--- src/rtl/lock_pkg.sv ---
`default_nettype none
// ============================================================================
//  Module   : lock_pkg
//  Purpose  : Shared types and constants for the serial digital-lock controller.
//             Holds the controller state encoding, the default parameter values
//             and the width helpers used to size counters.
//  Revision : 1.0  initial release
// ============================================================================
package lock_pkg;

  // Controller states, explicitly encoded on 3 bits.
  typedef enum logic [2:0] {
    IDLE    = 3'd0,
    COLLECT = 3'd1,
    CHECK   = 3'd2,
    OPEN    = 3'd3,
    LOCKOUT = 3'd4
  } lock_state_t;

  localparam int          C_DEF_CODE_LEN    = 4;
  localparam logic [3:0]  C_DEF_CODE        = 4'b0110;
  localparam int          C_DEF_MAX_FAIL    = 3;
  localparam int          C_DEF_UNLOCK_CYC  = 8;
  localparam int          C_DEF_LOCKOUT_CYC = 16;
  localparam int          C_DEF_TIMEOUT_CYC = 32;

  // Bits needed to hold values 0..max_val (never less than 1).
  function automatic int cnt_width(input int max_val);
    return (max_val < 1) ? 1 : $clog2(max_val + 1);
  endfunction

  function automatic int max3(input int a, input int b, input int c);
    int m;
    m = (a > b) ? a : b;
    return (m > c) ? m : c;
  endfunction

endpackage
`default_nettype wire

--- src/rtl/lock_ctrl_if.sv ---
`default_nettype none
// ============================================================================
//  Module   : lock_ctrl_if
//  Purpose  : Code-entry / status bundle between the lock datapath and the
//             lock controller.
//  Signals  : bit_in, bit_valid          serial code entry (master -> slave)
//             prog_we, prog_code         code programming (LOCK_PROG_EN only)
//             unlocked, locked_out,
//             alarm, fail_cnt            controller status (slave -> master)
//  Macro    : LOCK_PROG_EN adds the programming signals.
//  Revision : 1.0  initial release
// ============================================================================
interface lock_ctrl_if
  import lock_pkg::*;
#(
  parameter int CODE_LEN = C_DEF_CODE_LEN,
  parameter int MAX_FAIL = C_DEF_MAX_FAIL
) ();

  localparam int FW = cnt_width(MAX_FAIL);

  logic                bit_in;
  logic                bit_valid;
`ifdef LOCK_PROG_EN
  logic                prog_we;
  logic [CODE_LEN-1:0] prog_code;
`endif
  logic                unlocked;
  logic                locked_out;
  logic                alarm;
  logic [FW-1:0]       fail_cnt;

`ifdef LOCK_PROG_EN
  modport master (output bit_in, bit_valid, prog_we, prog_code,
                  input  unlocked, locked_out, alarm, fail_cnt);
  modport slave  (input  bit_in, bit_valid, prog_we, prog_code,
                  output unlocked, locked_out, alarm, fail_cnt);
`else
  modport master (output bit_in, bit_valid,
                  input  unlocked, locked_out, alarm, fail_cnt);
  modport slave  (input  bit_in, bit_valid,
                  output unlocked, locked_out, alarm, fail_cnt);
`endif

endinterface
`default_nettype wire

--- src/rtl/lock_timer.sv ---
`default_nettype none
// ============================================================================
//  Module   : lock_timer
//  Purpose  : Loadable down-counter shared by every timed controller state.
//             Load wins over counting; the count holds at zero.
//  Ports    : clk, reset (async, active-low)
//             i_load      load strobe
//             i_load_val  value loaded on i_load
//             o_zero      count is zero
//  Revision : 1.0  initial release
// ============================================================================
module lock_timer #(
  parameter int WIDTH = 6
) (
  input  wire logic             clk,
  input  wire logic             reset,
  input  wire logic             i_load,
  input  wire logic [WIDTH-1:0] i_load_val,
  output logic                  o_zero
);

  localparam logic [WIDTH-1:0] c_one = WIDTH'(1);

  logic [WIDTH-1:0] r_cnt;

  always_ff @(posedge clk or negedge reset) begin
    if (!reset) begin
      r_cnt <= '0;
    end else if (i_load) begin
      r_cnt <= i_load_val;
    end else if (r_cnt != '0) begin
      r_cnt <= r_cnt - c_one;
    end
  end

  assign o_zero = (r_cnt == '0);

endmodule
`default_nettype wire

--- src/rtl/lock_ctrl.sv ---
`default_nettype none
// ============================================================================
//  Module   : lock_ctrl
//  Purpose  : Serial digital-lock sequencer. Collects CODE_LEN serial bits
//             (first bit lands in the MSB), compares them with the stored
//             code, opens a timed unlock window on a match, counts consecutive
//             failures and enters a timed lockout with a one-cycle alarm once
//             MAX_FAIL failures accumulate. Partial entries are discarded after
//             TIMEOUT_CYC idle cycles.
//  Ports    : clk, reset (async, active-low)
//             bus  lock_ctrl_if.slave (entry inputs, status outputs)
//  Macro    : LOCK_PROG_EN - the code register becomes writable from
//             prog_we/prog_code during the unlock window; otherwise the
//             compare value is the constant DEFAULT_CODE.
//  Revision : 1.0  initial release
// ============================================================================
module lock_ctrl
  import lock_pkg::*;
#(
  parameter int                  CODE_LEN     = C_DEF_CODE_LEN,
  parameter logic [CODE_LEN-1:0] DEFAULT_CODE = CODE_LEN'(C_DEF_CODE),
  parameter int                  MAX_FAIL     = C_DEF_MAX_FAIL,
  parameter int                  UNLOCK_CYC   = C_DEF_UNLOCK_CYC,
  parameter int                  LOCKOUT_CYC  = C_DEF_LOCKOUT_CYC,
  parameter int                  TIMEOUT_CYC  = C_DEF_TIMEOUT_CYC
) (
  input  wire logic  clk,
  input  wire logic  reset,
  lock_ctrl_if.slave bus
);

  localparam int FW = cnt_width(MAX_FAIL);
  localparam int BW = cnt_width(CODE_LEN);
  localparam int TW = cnt_width(max3(UNLOCK_CYC, LOCKOUT_CYC, TIMEOUT_CYC));

  // The timer counts down to zero inclusive, so N cycles load N-1.
  localparam logic [TW-1:0] c_unlock_ld  = TW'(UNLOCK_CYC - 1);
  localparam logic [TW-1:0] c_lockout_ld = TW'(LOCKOUT_CYC - 1);
  localparam logic [TW-1:0] c_timeout_ld = TW'(TIMEOUT_CYC - 1);
  localparam logic [BW-1:0] c_last_bit   = BW'(CODE_LEN - 1);
  localparam logic [BW-1:0] c_bit_one    = BW'(1);
  localparam logic [FW-1:0] c_fail_last  = FW'(MAX_FAIL - 1);
  localparam logic [FW-1:0] c_fail_max   = FW'(MAX_FAIL);
  localparam logic [FW-1:0] c_fail_one   = FW'(1);

  lock_state_t         r_state;
  logic [CODE_LEN-1:0] r_shift;
  logic [BW-1:0]       r_bits;
  logic [FW-1:0]       r_fail;
  logic                r_unlocked;
  logic                r_locked;
  logic                r_alarm;

  logic [CODE_LEN-1:0] w_code;
  logic [CODE_LEN-1:0] w_shift_next;
  logic                w_accept;
  logic                w_match;
  logic                w_tmr_load;
  logic [TW-1:0]       w_tmr_val;
  logic                w_tmr_zero;

  generate
    if (CODE_LEN > 1) begin : g_shift_multi
      assign w_shift_next = {r_shift[CODE_LEN-2:0], bus.bit_in};
    end else begin : g_shift_single
      assign w_shift_next = bus.bit_in;
    end
  endgenerate

`ifdef LOCK_PROG_EN
  logic [CODE_LEN-1:0] r_code;

  always_ff @(posedge clk or negedge reset) begin
    if (!reset) begin
      r_code <= DEFAULT_CODE;
    end else if (r_state == OPEN && bus.prog_we) begin
      r_code <= bus.prog_code;
    end
  end

  assign w_code = r_code;
`else
  assign w_code = DEFAULT_CODE;
`endif

  assign w_accept = bus.bit_valid && (r_state == IDLE || r_state == COLLECT);
  assign w_match  = (r_shift == w_code);

  // Timer reload: every accepted bit restarts the entry timeout; leaving
  // CHECK arms the window for whichever timed state comes next. Other state
  // entries happen with the timer already at zero.
  always_comb begin
    w_tmr_load = 1'b0;
    w_tmr_val  = c_timeout_ld;
    if (w_accept) begin
      w_tmr_load = 1'b1;
      w_tmr_val  = c_timeout_ld;
    end else if (r_state == CHECK) begin
      w_tmr_load = 1'b1;
      w_tmr_val  = w_match ? c_unlock_ld : c_lockout_ld;
    end
  end

  lock_timer #(
    .WIDTH (TW)
  ) u_timer (
    .clk        (clk),
    .reset      (reset),
    .i_load     (w_tmr_load),
    .i_load_val (w_tmr_val),
    .o_zero     (w_tmr_zero)
  );

  always_ff @(posedge clk or negedge reset) begin
    if (!reset) begin
      r_state    <= IDLE;
      r_shift    <= '0;
      r_bits     <= '0;
      r_fail     <= '0;
      r_unlocked <= 1'b0;
      r_locked   <= 1'b0;
      r_alarm    <= 1'b0;
    end else begin
      r_alarm <= 1'b0;
      case (r_state)
        IDLE, COLLECT: begin
          if (bus.bit_valid) begin
            r_shift <= w_shift_next;
            if (r_bits == c_last_bit) begin
              r_bits  <= '0;
              r_state <= CHECK;
            end else begin
              r_bits  <= r_bits + c_bit_one;
              r_state <= COLLECT;
            end
          end else if (r_state == COLLECT && w_tmr_zero) begin
            // Idle too long: drop the partial entry, failure count untouched.
            r_bits  <= '0;
            r_state <= IDLE;
          end
        end
        CHECK: begin
          if (w_match) begin
            r_fail     <= '0;
            r_state    <= OPEN;
            r_unlocked <= 1'b1;
          end else if (r_fail == c_fail_last) begin
            r_fail   <= c_fail_max;
            r_state  <= LOCKOUT;
            r_locked <= 1'b1;
            r_alarm  <= 1'b1;
          end else begin
            r_fail  <= r_fail + c_fail_one;
            r_state <= IDLE;
          end
        end
        OPEN: begin
          if (w_tmr_zero) begin
            r_state    <= IDLE;
            r_unlocked <= 1'b0;
          end
        end
        LOCKOUT: begin
          if (w_tmr_zero) begin
            r_state  <= IDLE;
            r_locked <= 1'b0;
            r_fail   <= '0;
          end
        end
        default: begin
          r_state    <= IDLE;
          r_bits     <= '0;
          r_unlocked <= 1'b0;
          r_locked   <= 1'b0;
        end
      endcase
    end
  end

  assign bus.unlocked   = r_unlocked;
  assign bus.locked_out = r_locked;
  assign bus.alarm      = r_alarm;
  assign bus.fail_cnt   = r_fail;

endmodule
`default_nettype wire

--- src/flat_wrapper.sv ---
// flat-port wrapper written by rule: the top's interface ports become plain ports
module lock_ctrl_flat import lock_pkg::*;
#(
  parameter int                  CODE_LEN     = C_DEF_CODE_LEN,
  parameter logic [CODE_LEN-1:0] DEFAULT_CODE = CODE_LEN'(C_DEF_CODE),
  parameter int                  MAX_FAIL     = C_DEF_MAX_FAIL,
  parameter int                  UNLOCK_CYC   = C_DEF_UNLOCK_CYC,
  parameter int                  LOCKOUT_CYC  = C_DEF_LOCKOUT_CYC,
  parameter int                  TIMEOUT_CYC  = C_DEF_TIMEOUT_CYC
)
  (clk, reset, bus_bit_in, bus_bit_valid, bus_unlocked, bus_locked_out, bus_alarm, bus_fail_cnt);
  lock_ctrl_if #(.CODE_LEN(CODE_LEN), .MAX_FAIL(MAX_FAIL)) bus_i ();
  input  wire logic clk;
  input  wire logic reset;
  input wire logic [$bits(bus_i.bit_in)-1:0] bus_bit_in;
  input wire logic [$bits(bus_i.bit_valid)-1:0] bus_bit_valid;
  output wire logic [$bits(bus_i.unlocked)-1:0] bus_unlocked;
  output wire logic [$bits(bus_i.locked_out)-1:0] bus_locked_out;
  output wire logic [$bits(bus_i.alarm)-1:0] bus_alarm;
  output wire logic [$bits(bus_i.fail_cnt)-1:0] bus_fail_cnt;
  assign bus_i.bit_in = bus_bit_in;
  assign bus_i.bit_valid = bus_bit_valid;
  assign bus_unlocked = bus_i.unlocked;
  assign bus_locked_out = bus_i.locked_out;
  assign bus_alarm = bus_i.alarm;
  assign bus_fail_cnt = bus_i.fail_cnt;
  lock_ctrl #(.CODE_LEN(CODE_LEN), .DEFAULT_CODE(DEFAULT_CODE), .MAX_FAIL(MAX_FAIL), .UNLOCK_CYC(UNLOCK_CYC), .LOCKOUT_CYC(LOCKOUT_CYC), .TIMEOUT_CYC(TIMEOUT_CYC)) u_core (.clk(clk), .reset(reset), .bus(bus_i));
endmodule
--- config.mk ---
export PLATFORM = sky130hd
export DESIGN_NAME = lock_ctrl_flat
export DESIGN_NICKNAME = d
export VERILOG_FILES = /design/src/rtl/lock_pkg.sv /design/src/rtl/lock_ctrl_if.sv /design/src/rtl/lock_timer.sv /design/src/rtl/lock_ctrl.sv /design/src/flat_wrapper.sv
export SDC_FILE = /design/constraint.sdc
export NUM_CORES = 1
export LEC_CHECK = 0
export ABC_AREA = 1
export CORE_ASPECT_RATIO = 0.5
export CORE_MARGIN = 10
export CORE_UTILIZATION = 40
export DETAILED_ROUTE_END_ITERATION = 8
export DONT_BUFFER_PORTS = 1
export GPL_TIMING_DRIVEN = 0
export SYNTH_ARGS = -nofsm -noshare
export SYNTH_HDL_FRONTEND = slang
export SYNTH_SLANG_ARGS = --single-unit
export TNS_END_PERCENT = 10
--- constraint.sdc ---
create_clock -name clk -period 1.62 [get_ports clk]
set_input_delay 0.324 -clock clk [delete_from_list [all_inputs] [get_ports clk]]
set_output_delay 0.324 -clock clk [all_outputs]
set_load 0.05 [all_outputs]
==> impl_metrics.toml, run 1 <==
[outcome]
status = "finished clean"

[routing]
wl_met1_mm = 1.025
vias = 854
drc = 0
highest_layer = "met4"
via_per_inst = 4.718
wl_met3_um = 51
wirelength_mm = 2.121
first_pass_iters = 4
wl_per_cell_um = 11.72
drtIter0Drc = 23
dr_wl_met2_mm = 1.006
ant_nets = 0

[logic_synthesis]
syn_area_um2 = 1114
syn_area_per_cell_um2 = 8.011
synth_seq_cells = 21
yosysTopAreaCell = "dfrtp_1"
synth.area.top_cells = "dfrtp_1 47%, nand2_1 15%, inv_1 6.4%"
synthCells = 139
synth_cell_types = 23
yosysWarnings = 0
seq_area_frac_synth_pct = 47.19
synth_top_area_share_pct = 47.19
synth.net_count = 147

[sta]
slew_viol_final = 0
rsz0062_at_grt = "yes"
fin_crit_sh_pct = 89.99
finClkSkew_ns = 0.003484
fmax_ghz = 0.6860
slew_headroom_pct = 37.30
hold-worst-slack_ns = 0.1666
hold_viol_final = 0
worst_slew_pin_slew_ns = 0.9374
min_period_ns = 1.458
worst_slack_ns = 0.1622
setup_viol = 0

[critical_path]
worstReg2RegEnd = "u_core.bus.unlocked"
crit_chain = "inv_1 -> ha_1 -> nand3_2 -> nand3_1 -> nand3_1 -> nand2_1 -> nand2_1"
crit_path_top_delay_cell = "dfrtp_1"
rr_worst_depth = 7
worst_setup_path_start_kind = "flop"
r2r_slack_ns = 0.16
critPathMaxFanout = 9
crit_path_max_incr_delay_ns = 0.41
r2r-start = "u_core.u_timer.r_cnt[0]"
cp.required_ns = 1.77
worstSetupPathType = "flop to flop"
critPathArrivalTime_ns = 1.61
cp-end-kind = "flop"

[floorplan]
ios = 9
die-height_um = 57.31
fp.coreArea_um2 = 2619
rows = 13
dieWidth_um = 94.62
die-area_um2 = 5422
initial_utilization_pct = 42.52

[cells_and_area]
n_fill_cell = 277
drive_gt1_share_pct = 11.81
antenna_cells = 0
nNetsFinal = 153
area_growth_pct = 10.22
finalNonFillerCells = 181

[worst_hold_path]
holdPathEnd = "u_core.r_shift[0]"
hp-class = "input port to flop"
worstHoldStart = "bus_bit_in"
hold_path_depth = 2

[place]
place_hpwl_mm = 1.620
place_inst = 176
gp_congestion = 0.7269
dp_slack_ns = 0.09227
io_buffers = 0

[power]
p_leak_nw = 0.6492
irDropWorstVdd_mv = 0.6381
powerDensity_nw_per_um2 = 1494
power_mw = 1.833

[clock_network]
post_cts_buffers = 0
clk_latency_ns = 0.27
cts_tree = "done"
cts_root_buf = "clkbuf_8"
cts_buffers = 3
cts_buffer_depth = 2
cts.sinks = 21
clkSlewWorstSetupHoldPaths_ns = 0.08
h-tree-depth = 1

[grt]
grt_pass1_vias = 833
grt_usage_pct = 8.813
grt_pass1_wl_mm = 3.801
grt_max_degree = 22
antenna_found_initial = 0
overflow = 0

[run]
cap_viol_max_count = 0
## critical path: cells and delay by family, from the launching register on
kind	cells	cell delay, ns
adder cells (fa/ha/maj)	1	0.22
buffers and inverters	1	0.16
flip-flops	1	0.41
AND/OR/NAND/NOR	5	0.57
## worst max-delay path by stage
stage	from	to	slack [ns]	cells after the start
2_1_floorplan	u_core.bus.fail_cnt[0]	u_core.bus.fail_cnt[1]	0.23	5
3_3_place_gp	u_core.bus.fail_cnt[0]	u_core.bus.fail_cnt[0]	0.14	6
3_5_place_dp	u_core.bus.fail_cnt[0]	u_core.bus.fail_cnt[1]	0.09	5
4_1_cts	u_core.bus.fail_cnt[0]	u_core.bus.fail_cnt[1]	0.07	5
5_1_grt	u_core.u_timer.r_cnt[0]	u_core.bus.unlocked	-0.0004	7
6_report	u_core.u_timer.r_cnt[0]	u_core.bus.unlocked	0.16	7
## power breakdown
group	internal, mW	leakage, nW	total (mW)	switching [mW]
Combinational	0.216	0.367	0.565	0.349
Clock	0.172	0.0255	0.346	0.175
Sequential	0.689	0.257	0.922	0.233
## registers in the layout (all words and copies together) (netlist names)
register               cells
u_core.u_timer.r_cnt       6
u_core.r_shift             4
u_core.r_bits              3
u_core.r_state             3
u_core.bus.fail_cnt        2
u_core.bus.alarm           1
u_core.bus.locked_out      1
u_core.bus.unlocked        1
## layout by cell type (no fill, tap or decap), types with 3 or more instances in the layout
cell type	synthesis	layout
nand2_1	44	44
dfrtp_1	21	20
inv_1	19	19
nor2_1	11	10
nand3_1	9	9
o21ai_0	6	6
ha_1	4	4
o211ai_1	3	3
nand4_1	3	3
clkbuf_8	0	3
## per-stage QoR
| step | util, % | TNS (ns) | cell area (µm²) |
|---|---|---|---|
| 4_1_cts | 46.44 | 0 | 1216 |
| 3_5_place_dp | 44.29 | 0 | 1160 |
| 6_report | 46.87 | 0 | 1227 |
| 2_1_floorplan | - | 0 | 1114 |
| 3_3_place_gp | 44.29 | 0 | 1160 |
| 5_1_grt | 46.87 | -0.0004201 | 1227 |
## metal layers
layer | vias to the layer above | track usage (%)
li1 | 447 | -
met1 | 396 | 10.65
met2 | 7 | 14.20
met3 | 4 | 2.738
met4 | 0 | 3.814
met5 | - | 0
## Yosys cell counts, drive strengths merged
master / n
clkinv: 1
nand4: 3
dfrtp: 21
ha: 4
o211ai: 3
nor2: 14
nand3: 10
o21ai: 7
or2: 2
a21oi: 2
inv: 21
o21bai: 1
xor2: 2
nor3: 1
nand2: 46
o2111ai: 1
## layout make-up
type / count / area (µm²) / share of cell area [%]
Timing Repair Buffer: 1 / 10.01 / 0.8155
Clock buffer: 3 / 41.29 / 3.364
Clock inverter: 1 / 5.005 / 0.4077
Sequential cell: 21 / 526.8 / 42.92
Inverter: 22 / 83.83 / 6.830
Tap cell: 37 / 46.29 / 3.772
Multi-Input combinational cell: 96 / 514.2 / 41.90
## timing repair
item                                    CTS  global route
endpoints found under the hold margin    21             0
hold buffers                              1             0
endpoints found under the setup margin    0             5
gates resized for setup                   0             3
## cell families after synthesis
kind of cell    Yosys count  share of synthesized area, %
xor+xnor                  2                         1.573
buf+inv                  22                         7.528
fa+ha+maj                 4                         4.495
flops                    21                         47.19
compound gates           14                         7.866
simple gates             76                         31.35
Power figures use the tool's default switching activity.
==> run 2, diff against run 1 <==
--- a/config.mk
+++ b/config.mk
@@ -7,7 +7,6 @@
 export LEC_CHECK = 0
 export ABC_AREA = 1
 export CORE_ASPECT_RATIO = 0.5
-export CORE_MARGIN = 10
 export CORE_UTILIZATION = 40
 export DETAILED_ROUTE_END_ITERATION = 8
 export DONT_BUFFER_PORTS = 1
==> impl_metrics.toml, run 2 (synthesis gave the netlist of run 1 again) <==
[power]
power_switching_share_pct = 40.65
comb_power_share_pct = 30.3
p_switching_mw = 0.7327
internal_power_mw = 1.070
irDropWorstVdd_mv = 0.6324
clkPwrFrac_pct = 18.8
powerDensity_nw_per_um2 = 1479
pwr-share-seq_pct = 50.9
power_mw = 1.802
p_leak_nw = 0.6496

[sta]
finClkSkew_ns = 0.004973
slew_headroom_pct = 36.55
min_period_ns = 1.489
fin_crit_sh_pct = 91.89
hold_viol_final = 0
worst_slack_ns = 0.1313
slew_viol_final = 0
hold-worst-slack_ns = 0.1731
worst_slew_pin_slew_ns = 0.9486
setup_viol = 0
fin_setup_tns_ns = 0
rsz0062_at_grt = "no"
fmax_ghz = 0.6717

[clock_network]
cts_buffer_depth = 2
post_cts_buffers = 0
clk_latency_ns = 0.26
cts_tree = "done"
h-tree-depth = 1
clkSlewWorstSetupHoldPaths_ns = 0.08
cts_buffers = 3
cts.sinks = 21
cts_root_buf = "clkbuf_8"

[grt]
grt_max_degree = 22
overflow = 0
grt_pass1_wl_mm = 3.622
antenna_found_initial = 0
grt_pass1_vias = 816
grt_usage_pct = 16.08

[cells_and_area]
area_growth_pct = 9.438
final_cell_mix = "44 x nand2_1, 21 x dfrtp_1, 19 x inv_1, 10 x nor2_1, 9 x nand3_1"
antenna_cells = 0
final_common_cell = "nand2_1"
ff_latch_area_um2 = 525.5
nNetsFinal = 153
largest_register_ffs = 6
n_fill_cell = 266
regMostFlops = "u_core.u_timer.r_cnt"
finalNonFillerCells = 181
multi_input_area_um2 = 506.7
reg_top3 = "u_core.u_timer.r_cnt (6), u_core.r_shift (4)"
stdcell_area_um2 = 1219
drive_gt1_share_pct = 11.11
final_util_pct = 46.54

[routing]
wl_per_cell_um = 10.77
ant_nets = 0
vias = 863
drc = 0
first_pass_iters = 4
via_per_inst = 4.768
drtIter0Drc = 64
wirelength_mm = 1.950

[place]
dp_slack_ns = 0.1538
gp_congestion = 0.7365
io_buffers = 0
place_inst = 176
postPlaceCellArea_um2 = 1160
place_hpwl_mm = 1.464

[worst_hold_path]
holdPathEnd = "u_core.r_shift[0]"
worstHoldStart = "bus_bit_in"
hp-class = "input port to flop"
hold_path_depth = 2

[critical_path]
cp.required_ns = 1.79
worstSetupPathType = "flop to flop"
r2r-start = "u_core.bus.fail_cnt[0]"
worstReg2RegEnd = "u_core.bus.fail_cnt[1]"
critPathArrivalTime_ns = 1.66
critPathMaxFanout = 3
cp-end-kind = "flop"
rr_worst_depth = 5
r2r_slack_ns = 0.13
worst_setup_path_start_kind = "flop"

[floorplan]
initial_utilization_pct = 42.52
die-height_um = 39.31
fp.coreArea_um2 = 2619
die-area_um2 = 3012
rows = 13
dieWidth_um = 76.62
ios = 9

[run]
cap_viol_max_count = 0

[outcome]
status = "finished clean"
## run 2: cell types whose count changed in the layout (fill, tap and decap cells not counted)
cell / previous run / this run
dfrtp_2: 1 / 0
o21ai_2: 0 / 1
dfrtp_1: 20 / 21
o21ai_4: 1 / 0
## run 2: worst max-delay path, cell delays in order (launching register included)
cell     delay (ns)
dfrtp_1        0.64
inv_1          0.14
ha_1           0.31
nor3_1         0.17
nand2_1        0.06
o21ai_0        0.08
## run 2: worst max path at each step
stage | start | endpoint | slack, ns | cells past startpoint
3_5_place_dp | u_core.bus.fail_cnt[0] | u_core.bus.fail_cnt[1] | 0.15 | 5
4_1_cts | u_core.bus.fail_cnt[0] | u_core.bus.fail_cnt[1] | 0.13 | 5
3_3_place_gp | u_core.bus.fail_cnt[0] | u_core.bus.fail_cnt[0] | 0.16 | 6
5_1_grt | u_core.u_timer.r_cnt[0] | u_core.r_bits[2] | 0.004 | 9
6_report | u_core.bus.fail_cnt[0] | u_core.bus.fail_cnt[1] | 0.13 | 5
2_1_floorplan | u_core.bus.fail_cnt[0] | u_core.bus.fail_cnt[1] | 0.23 | 5
## run 2: cell type report
type                            instances  share of cell area, %
Multi-Input combinational cell         96                  41.58
Inverter                               22                  6.879
Tap cell                               37                  3.799
Sequential cell                        21                  43.12
Clock inverter                          1                 0.4107
Timing Repair Buffer                    1                 0.8214
Clock buffer                            3                  3.388
## run 2: power groups by stage
stage	registers (mW)	clock network, mW	logic, mW
after detailed placement	0.927	0	0.540
after global placement	0.923	0	0.531
after global routing	0.938	0.376	0.662
after CTS	0.916	0.353	0.556
final	0.917	0.339	0.546
after floorplan	0.899	0	0.457
## run 2: per-layer routing
layer | vias to the layer above | wire length [µm] | track usage, %
met1 | 407 | 1018 | 21.12
met2 | 7 | 859 | 26.35
met5 | - | 0 | 0
li1 | 447 | - | -
met3 | 2 | 58 | 6.279
met4 | 0 | 13 | 1.442
## run 2: timing repair
| action | in CTS | in global routing |
|---|---|---|
| resized for setup | 0 | 1 |
| setup endpoints to repair | 0 | 1 |
| hold endpoints to repair | 21 | 0 |
| hold buffers | 1 | 0 |
